$ cat src/rtl/elastic_register_chain_if.sv
// Valid/ready word stream used on both sides of the elastic register chain.
// The master drives valid and data; the slave drives ready.
interface elastic_register_chain_if #(
  parameter int unsigned WORD_WIDTH = 8
) ();
  logic                  valid;
  logic                  ready;
  logic [WORD_WIDTH-1:0] data;

  modport master (output valid, output data, input ready);
  modport slave  (input valid, input data, output ready);
endinterface

$ cat src/rtl/elastic_register_chain.sv
// Chain of DEPTH two-entry skid-buffer stages on a valid/ready stream. Every ready is
// decoded from registered stage state, so no combinational ready path crosses the chain.
module elastic_register_chain #(
  parameter int unsigned           WORD_WIDTH  = 8,
  parameter int unsigned           DEPTH       = 2,
  parameter logic [WORD_WIDTH-1:0] RESET_VALUE = '0,
  localparam int unsigned          OccWidth    = (DEPTH == 0) ? 1 : $clog2(2 * DEPTH + 1)
) (
  input  logic                      clock,
  input  logic                      resetn,
  input  logic                      clear,
  elastic_register_chain_if.slave   s_if,
  elastic_register_chain_if.master  m_if,
  output logic [OccWidth-1:0]       occupancy
);

  typedef enum logic [1:0] {
    StEmpty = 2'd0,
    StBusy  = 2'd1,
    StFull  = 2'd2
  } stage_state_e;

  if (DEPTH == 0) begin : g_bypass
    assign s_if.ready = m_if.ready;
    assign m_if.valid = s_if.valid;
    assign m_if.data  = s_if.data;
    assign occupancy  = '0;

    logic unused_ctrl;
    assign unused_ctrl = ^{clock, resetn, clear};
  end else begin : g_chain
    // Link k is the input of stage k; link DEPTH is the chain output.
    logic                  link_valid [DEPTH+1];
    logic                  link_ready [DEPTH+1];
    logic [WORD_WIDTH-1:0] link_data  [DEPTH+1];
    logic [1:0]            stage_occ  [DEPTH];
    logic [OccWidth-1:0]   occ_sum;

    assign link_valid[0]     = s_if.valid;
    assign link_data[0]      = s_if.data;
    assign s_if.ready        = link_ready[0];
    assign m_if.valid        = link_valid[DEPTH];
    assign m_if.data         = link_data[DEPTH];
    assign link_ready[DEPTH] = m_if.ready;

    for (genvar k = 0; k < DEPTH; k++) begin : g_stage
      stage_state_e          state_q, state_d;
      logic [WORD_WIDTH-1:0] main_q, main_d;
      logic [WORD_WIDTH-1:0] skid_q, skid_d;
      logic                  in_xfer, out_xfer;

      assign link_ready[k]   = (state_q != StFull);
      assign link_valid[k+1] = (state_q != StEmpty);
      assign link_data[k+1]  = main_q;

      assign in_xfer  = link_valid[k] && link_ready[k];
      assign out_xfer = link_valid[k+1] && link_ready[k+1];

      assign stage_occ[k] = (state_q == StFull) ? 2'd2 :
                            (state_q == StBusy) ? 2'd1 : 2'd0;

      always_comb begin
        state_d = state_q;
        main_d  = main_q;
        skid_d  = skid_q;
        // Clear wins over any handshake in the same cycle; the offered word is dropped.
        if (clear) begin
          state_d = StEmpty;
          main_d  = RESET_VALUE;
          skid_d  = RESET_VALUE;
        end else begin
          unique case (state_q)
            StEmpty: begin
              if (in_xfer) begin
                state_d = StBusy;
                main_d  = link_data[k];
              end
            end
            StBusy: begin
              if (in_xfer && out_xfer) begin
                main_d = link_data[k];
              end else if (in_xfer) begin
                state_d = StFull;
                skid_d  = link_data[k];
              end else if (out_xfer) begin
                state_d = StEmpty;
              end
            end
            StFull: begin
              if (out_xfer) begin
                state_d = StBusy;
                main_d  = skid_q;
              end
            end
            default: state_d = StEmpty;
          endcase
        end
      end

      always_ff @(posedge clock or negedge resetn) begin
        if (!resetn) begin
          state_q <= StEmpty;
          main_q  <= RESET_VALUE;
          skid_q  <= RESET_VALUE;
        end else begin
          state_q <= state_d;
          main_q  <= main_d;
          skid_q  <= skid_d;
        end
      end
    end

    always_comb begin
      occ_sum = '0;
      for (int unsigned k = 0; k < DEPTH; k++) begin
        occ_sum = occ_sum + OccWidth'(stage_occ[k]);
      end
    end

    assign occupancy = occ_sum;
  end

endmodule

$ cat src/flat_wrapper.sv
// flat-port wrapper written by rule: the top's interface ports become plain ports
module elastic_register_chain_flat 
#(
  parameter int unsigned           WORD_WIDTH  = 8,
  parameter int unsigned           DEPTH       = 2,
  parameter logic [WORD_WIDTH-1:0] RESET_VALUE = '0,
  localparam int unsigned          OccWidth    = (DEPTH == 0) ? 1 : $clog2(2 * DEPTH + 1)
)
  (clock, resetn, clear, occupancy, s_if_valid, s_if_data, s_if_ready, m_if_valid, m_if_data, m_if_ready);
  elastic_register_chain_if #(.WORD_WIDTH(WORD_WIDTH)) s_if_i ();
  elastic_register_chain_if #(.WORD_WIDTH(WORD_WIDTH)) m_if_i ();
  input  logic clock;
  input  logic resetn;
  input  logic clear;
  output logic [OccWidth-1:0] occupancy;
  input wire logic [$bits(s_if_i.valid)-1:0] s_if_valid;
  input wire logic [$bits(s_if_i.data)-1:0] s_if_data;
  output wire logic [$bits(s_if_i.ready)-1:0] s_if_ready;
  output wire logic [$bits(m_if_i.valid)-1:0] m_if_valid;
  output wire logic [$bits(m_if_i.data)-1:0] m_if_data;
  input wire logic [$bits(m_if_i.ready)-1:0] m_if_ready;
  assign s_if_i.valid = s_if_valid;
  assign s_if_i.data = s_if_data;
  assign s_if_ready = s_if_i.ready;
  assign m_if_valid = m_if_i.valid;
  assign m_if_data = m_if_i.data;
  assign m_if_i.ready = m_if_ready;
  elastic_register_chain #(.WORD_WIDTH(WORD_WIDTH), .DEPTH(DEPTH), .RESET_VALUE(RESET_VALUE)) u_core (.clock(clock), .resetn(resetn), .clear(clear), .s_if(s_if_i), .m_if(m_if_i), .occupancy(occupancy));
endmodule
$ cat config.mk
export PLATFORM = sky130hd
export DESIGN_NAME = elastic_register_chain_flat
export DESIGN_NICKNAME = d
export VERILOG_FILES = /design/src/rtl/elastic_register_chain_if.sv /design/src/rtl/elastic_register_chain.sv /design/src/flat_wrapper.sv
export SDC_FILE = /design/constraint.sdc
export NUM_CORES = 1
export LEC_CHECK = 0
export ABC_AREA = 1
export CELL_PAD_IN_SITES_DETAIL_PLACEMENT = 0
export CELL_PAD_IN_SITES_GLOBAL_PLACEMENT = 1
export CORE_MARGIN = 3
export CORE_UTILIZATION = 41
export DETAILED_ROUTE_END_ITERATION = 8
export PLACE_DENSITY = 0.79
export SYNTH_ARGS = -nofsm -noshare
export SYNTH_HDL_FRONTEND = slang
export SYNTH_SLANG_ARGS = --single-unit
$ cat constraint.sdc
create_clock -name clock -period 2 [get_ports clock]
set_input_delay 0.3 -clock clock [delete_from_list [all_inputs] [get_ports clock]]
set_output_delay 0.3 -clock clock [all_outputs]
set_load 0.02 [all_outputs]
==> flow_summary.toml <==
[setup_path]
cp-start-kind = "flop"
reg2reg_depth = 10
cp.arrival_ns = 1.60
rrSetupSlack_ns = 0.26
worstPathMaxFanout = 5
cp-end-kind = "output port"
criticalPathCategory = "flop to output port"
cp.required_ns = 1.70

[placement]
dp_hpwl_um = 3377
gp_congestion = 0.7797
dp.cells = 383
port_buffers = 25
post-place-ws_ns = -0.05247

[timing]
min_period_over_period_pct = 94.77
timing.hold.ws_ns = 0.4199
finalHoldViolCount = 0
period_minus_slack_ns = 1.895
worstMarginPinSlew_ns = 0.4732
rsz0062_at_grt = "no"
setup_ws_ns = 0.1046
setup_violations = 0
drv_slew = 0
slew_headroom_pct = 68.45
skew_ns = 0.005400
max_freq_ghz = 0.5276

[clock_network]
numCtsBuffers = 5
clkLatencyLatePin_ns = 0.29
cts-root-buf = "clkbuf_8"
cts.reportedPaths.clkPinSlew_ns = 0.07
cts.sinks = 36
cts_max_level = 2
cts.path.max_buffers = 2
cts_tree = "built"

[floorplan]
coreArea_um2 = 5172
boundaryPins = 26
die_height_um = 79.81
dieArea_um2 = 6369
start_util_pct = 43.18
dieWidth_um = 79.81
rows = 26

[synth]
ys_ff_latch = 36
synthDistinctLibCells = 29
synth_fp_nets = 307
ys_warn_count = 0
syn_area_um2 = 2233
seq_area_frac_synth_pct = 40.34
avgSynthCellArea_um2 = 7.948
synthCells = 281

[drt]
first_pass_iters = 4
drc = 0
viasPerCell = 4.651
detail-route-antenna-nets = 0
drt_iter0_drc = 127
num_vias = 1823
routed_wl_um = 4487
wire_per_inst_um = 11.45

[finish]
nets = 347
syn2layout_area_growth_pct = 22.30
instances_no_fill = 392
diodes = 0
drive_gt1_share_pct = 19.88
fillers = 512

[run]
drv_cap = 0

[grt]
grt_max_degree = 37
grt_overflow = 0
grt_pass1_wl_um = 7990
antenna_found_initial = 0
track_usage_pct = 15.90
grt_pass1_vias = 1760

[pwr]
p_leak_nw = 1.460
p_per_area_nw_per_um2 = 1264
ir_drop_uv = 564.4

[outcome]
status = "completed"

[min_path]
min_path_type = "primary input to async pin"
report_power, final:
part	internal, W	switching, W	leakage [nW]
registers	0.000945	0.000135	0.486
clock network	0.000370	0.000267	0.0552
logic	0.000682	0.00105	0.919
total	0.00200	0.00146	1.46
synth_stat cells:
| master | n | area, um^2 |
|---|---|---|
| nor2_1 | 39 | 146.4 |
| dfrtp_1 | 36 | 900.9 |
| nand3b_2 | 1 | 11.26 |
| inv_2 | 5 | 18.77 |
| nand2_2 | 9 | 56.30 |
| o21bai_1 | 1 | 7.510 |
| inv_1 | 8 | 30.03 |
| nor3_4 | 1 | 16.27 |
| buf_1 | 1 | 3.750 |
| inv_6 | 2 | 17.52 |
| ha_1 | 13 | 162.7 |
| nand2_1 | 84 | 315.3 |
| nor3b_1 | 1 | 7.510 |
| nand2_4 | 4 | 45.04 |
| buf_6 | 2 | 22.52 |
| xor2_1 | 1 | 8.760 |
| nand3_1 | 28 | 140.1 |
| nand3_4 | 2 | 35.03 |
| a21oi_4 | 1 | 16.27 |
| nor2_8 | 1 | 20.02 |
| o21ai_0 | 24 | 120.1 |
| nor3_1 | 2 | 10.01 |
| clkinv_4 | 1 | 8.760 |
| and2_4 | 1 | 8.760 |
| nor2_4 | 4 | 45.04 |
| buf_2 | 2 | 10.01 |
| buf_4 | 1 | 7.510 |
| nand3_2 | 1 | 10.01 |
| nor2_2 | 5 | 31.28 |
routing by layer:
layer,vias to the layer above,track usage (%),share of wire (%)
li1,976,-,-
met1,814,20.65,49
met2,26,26.38,46
met3,7,3.725,3.7
met4,0,4.561,1.2
met5,-,0,0
timing repair:
action                     CTS  global route
setup endpoints to repair    5             1
gates resized for setup     11             3
setup buffers                1             0
hold buffers                 0             0
cells in the final DEF, fill, tap and decap left out, drive strengths merged, types with 2 or more instances in the layout:
cell / Yosys / routed
nand2: 97 / 97
nor2: 49 / 49
dfrtp: 36 / 36
nand3: 31 / 31
o21ai: 24 / 24
clkdlybuf4s50: 0 / 20
buf: 6 / 16
inv: 15 / 15
ha: 13 / 13
clkbuf: 0 / 6
dlygate4sd2: 0 / 3
nor3: 3 / 3
clkinv: 1 / 2
cell type report:
type	instances	area (um^2)	share of cell area, %
clock inverters	2	35.03	1.283
well taps	70	87.58	3.207
clock buffers	6	72.57	2.657
flip-flops and latches	36	900.9	32.98
multi-input cells	223	1219	44.62
repair buffers	39	341.6	12.51
inverters	16	75.07	2.749
registers in the layout, summed over array words and instances (netlist names):
signal                          count
u_core.g_chain.g_stage.main_q       8
u_core.g_chain.g_stage.skid_q      16
u_core.g_chain.g_stage.state_q      4
u_core.m_if.data                    8
worst max-delay path, cell delays in order, from the launching register on:
cell      delay (ns)
dfrtp_1         0.42
inv_1           0.08
ha_1            0.18
ha_1            0.18
ha_1            0.16
o21bai_1        0.14
buf_2           0.15
through the flow:
step / instance area, um^2 / total power, W / TNS [ns] / utilization (%)
floorplan: 2233 / 0.002298 / 0 / -
global placement: 2625 / 0.002854 / 0 / 50.75
detailed placement: 2625 / 0.002891 / -0.07519 / 50.75
CTS: 2726 / 0.003509 / 0 / 52.71
global route: 2731 / 0.003769 / 0 / 52.81
finish: 2731 / 0.003453 / 0 / 52.81
cells by family after synthesis:
kind of cell	after synthesis	share of synthesized area, %
and+or+nand+nor	183	40.22
DFF	36	40.34
AOI/OAI and AO/OA	26	6.443
buffers and inverters	22	5.322
adders and majority gates	13	7.283
xor gates and xnor gates	1	0.3922
worst paths after layout:
path | from | endpoint
setup / recovery | u_core.g_chain.g_stage[0].state_q[1]$_DFFE_PN0P_ | occupancy[2]
hold / removal | resetn | u_core.m_if.data[0]$_DFFE_PN0P_
setup reg to reg | u_core.g_chain.g_stage[0].state_q[1]$_DFFE_PN0P_ | u_core.g_chain.g_stage[1].skid_q[4]$_DFFE_PN0P_
hold reg to reg | u_core.m_if.data[4]$_DFFE_PN0P_ | u_core.m_if.data[4]$_DFFE_PN0P_
max in group asynchronous | resetn | u_core.g_chain.g_stage[0].skid_q[7]$_DFFE_PN0P_
min in group clock | u_core.m_if.data[4]$_DFFE_PN0P_ | u_core.m_if.data[4]$_DFFE_PN0P_
Power figures use the tool's default switching activity.
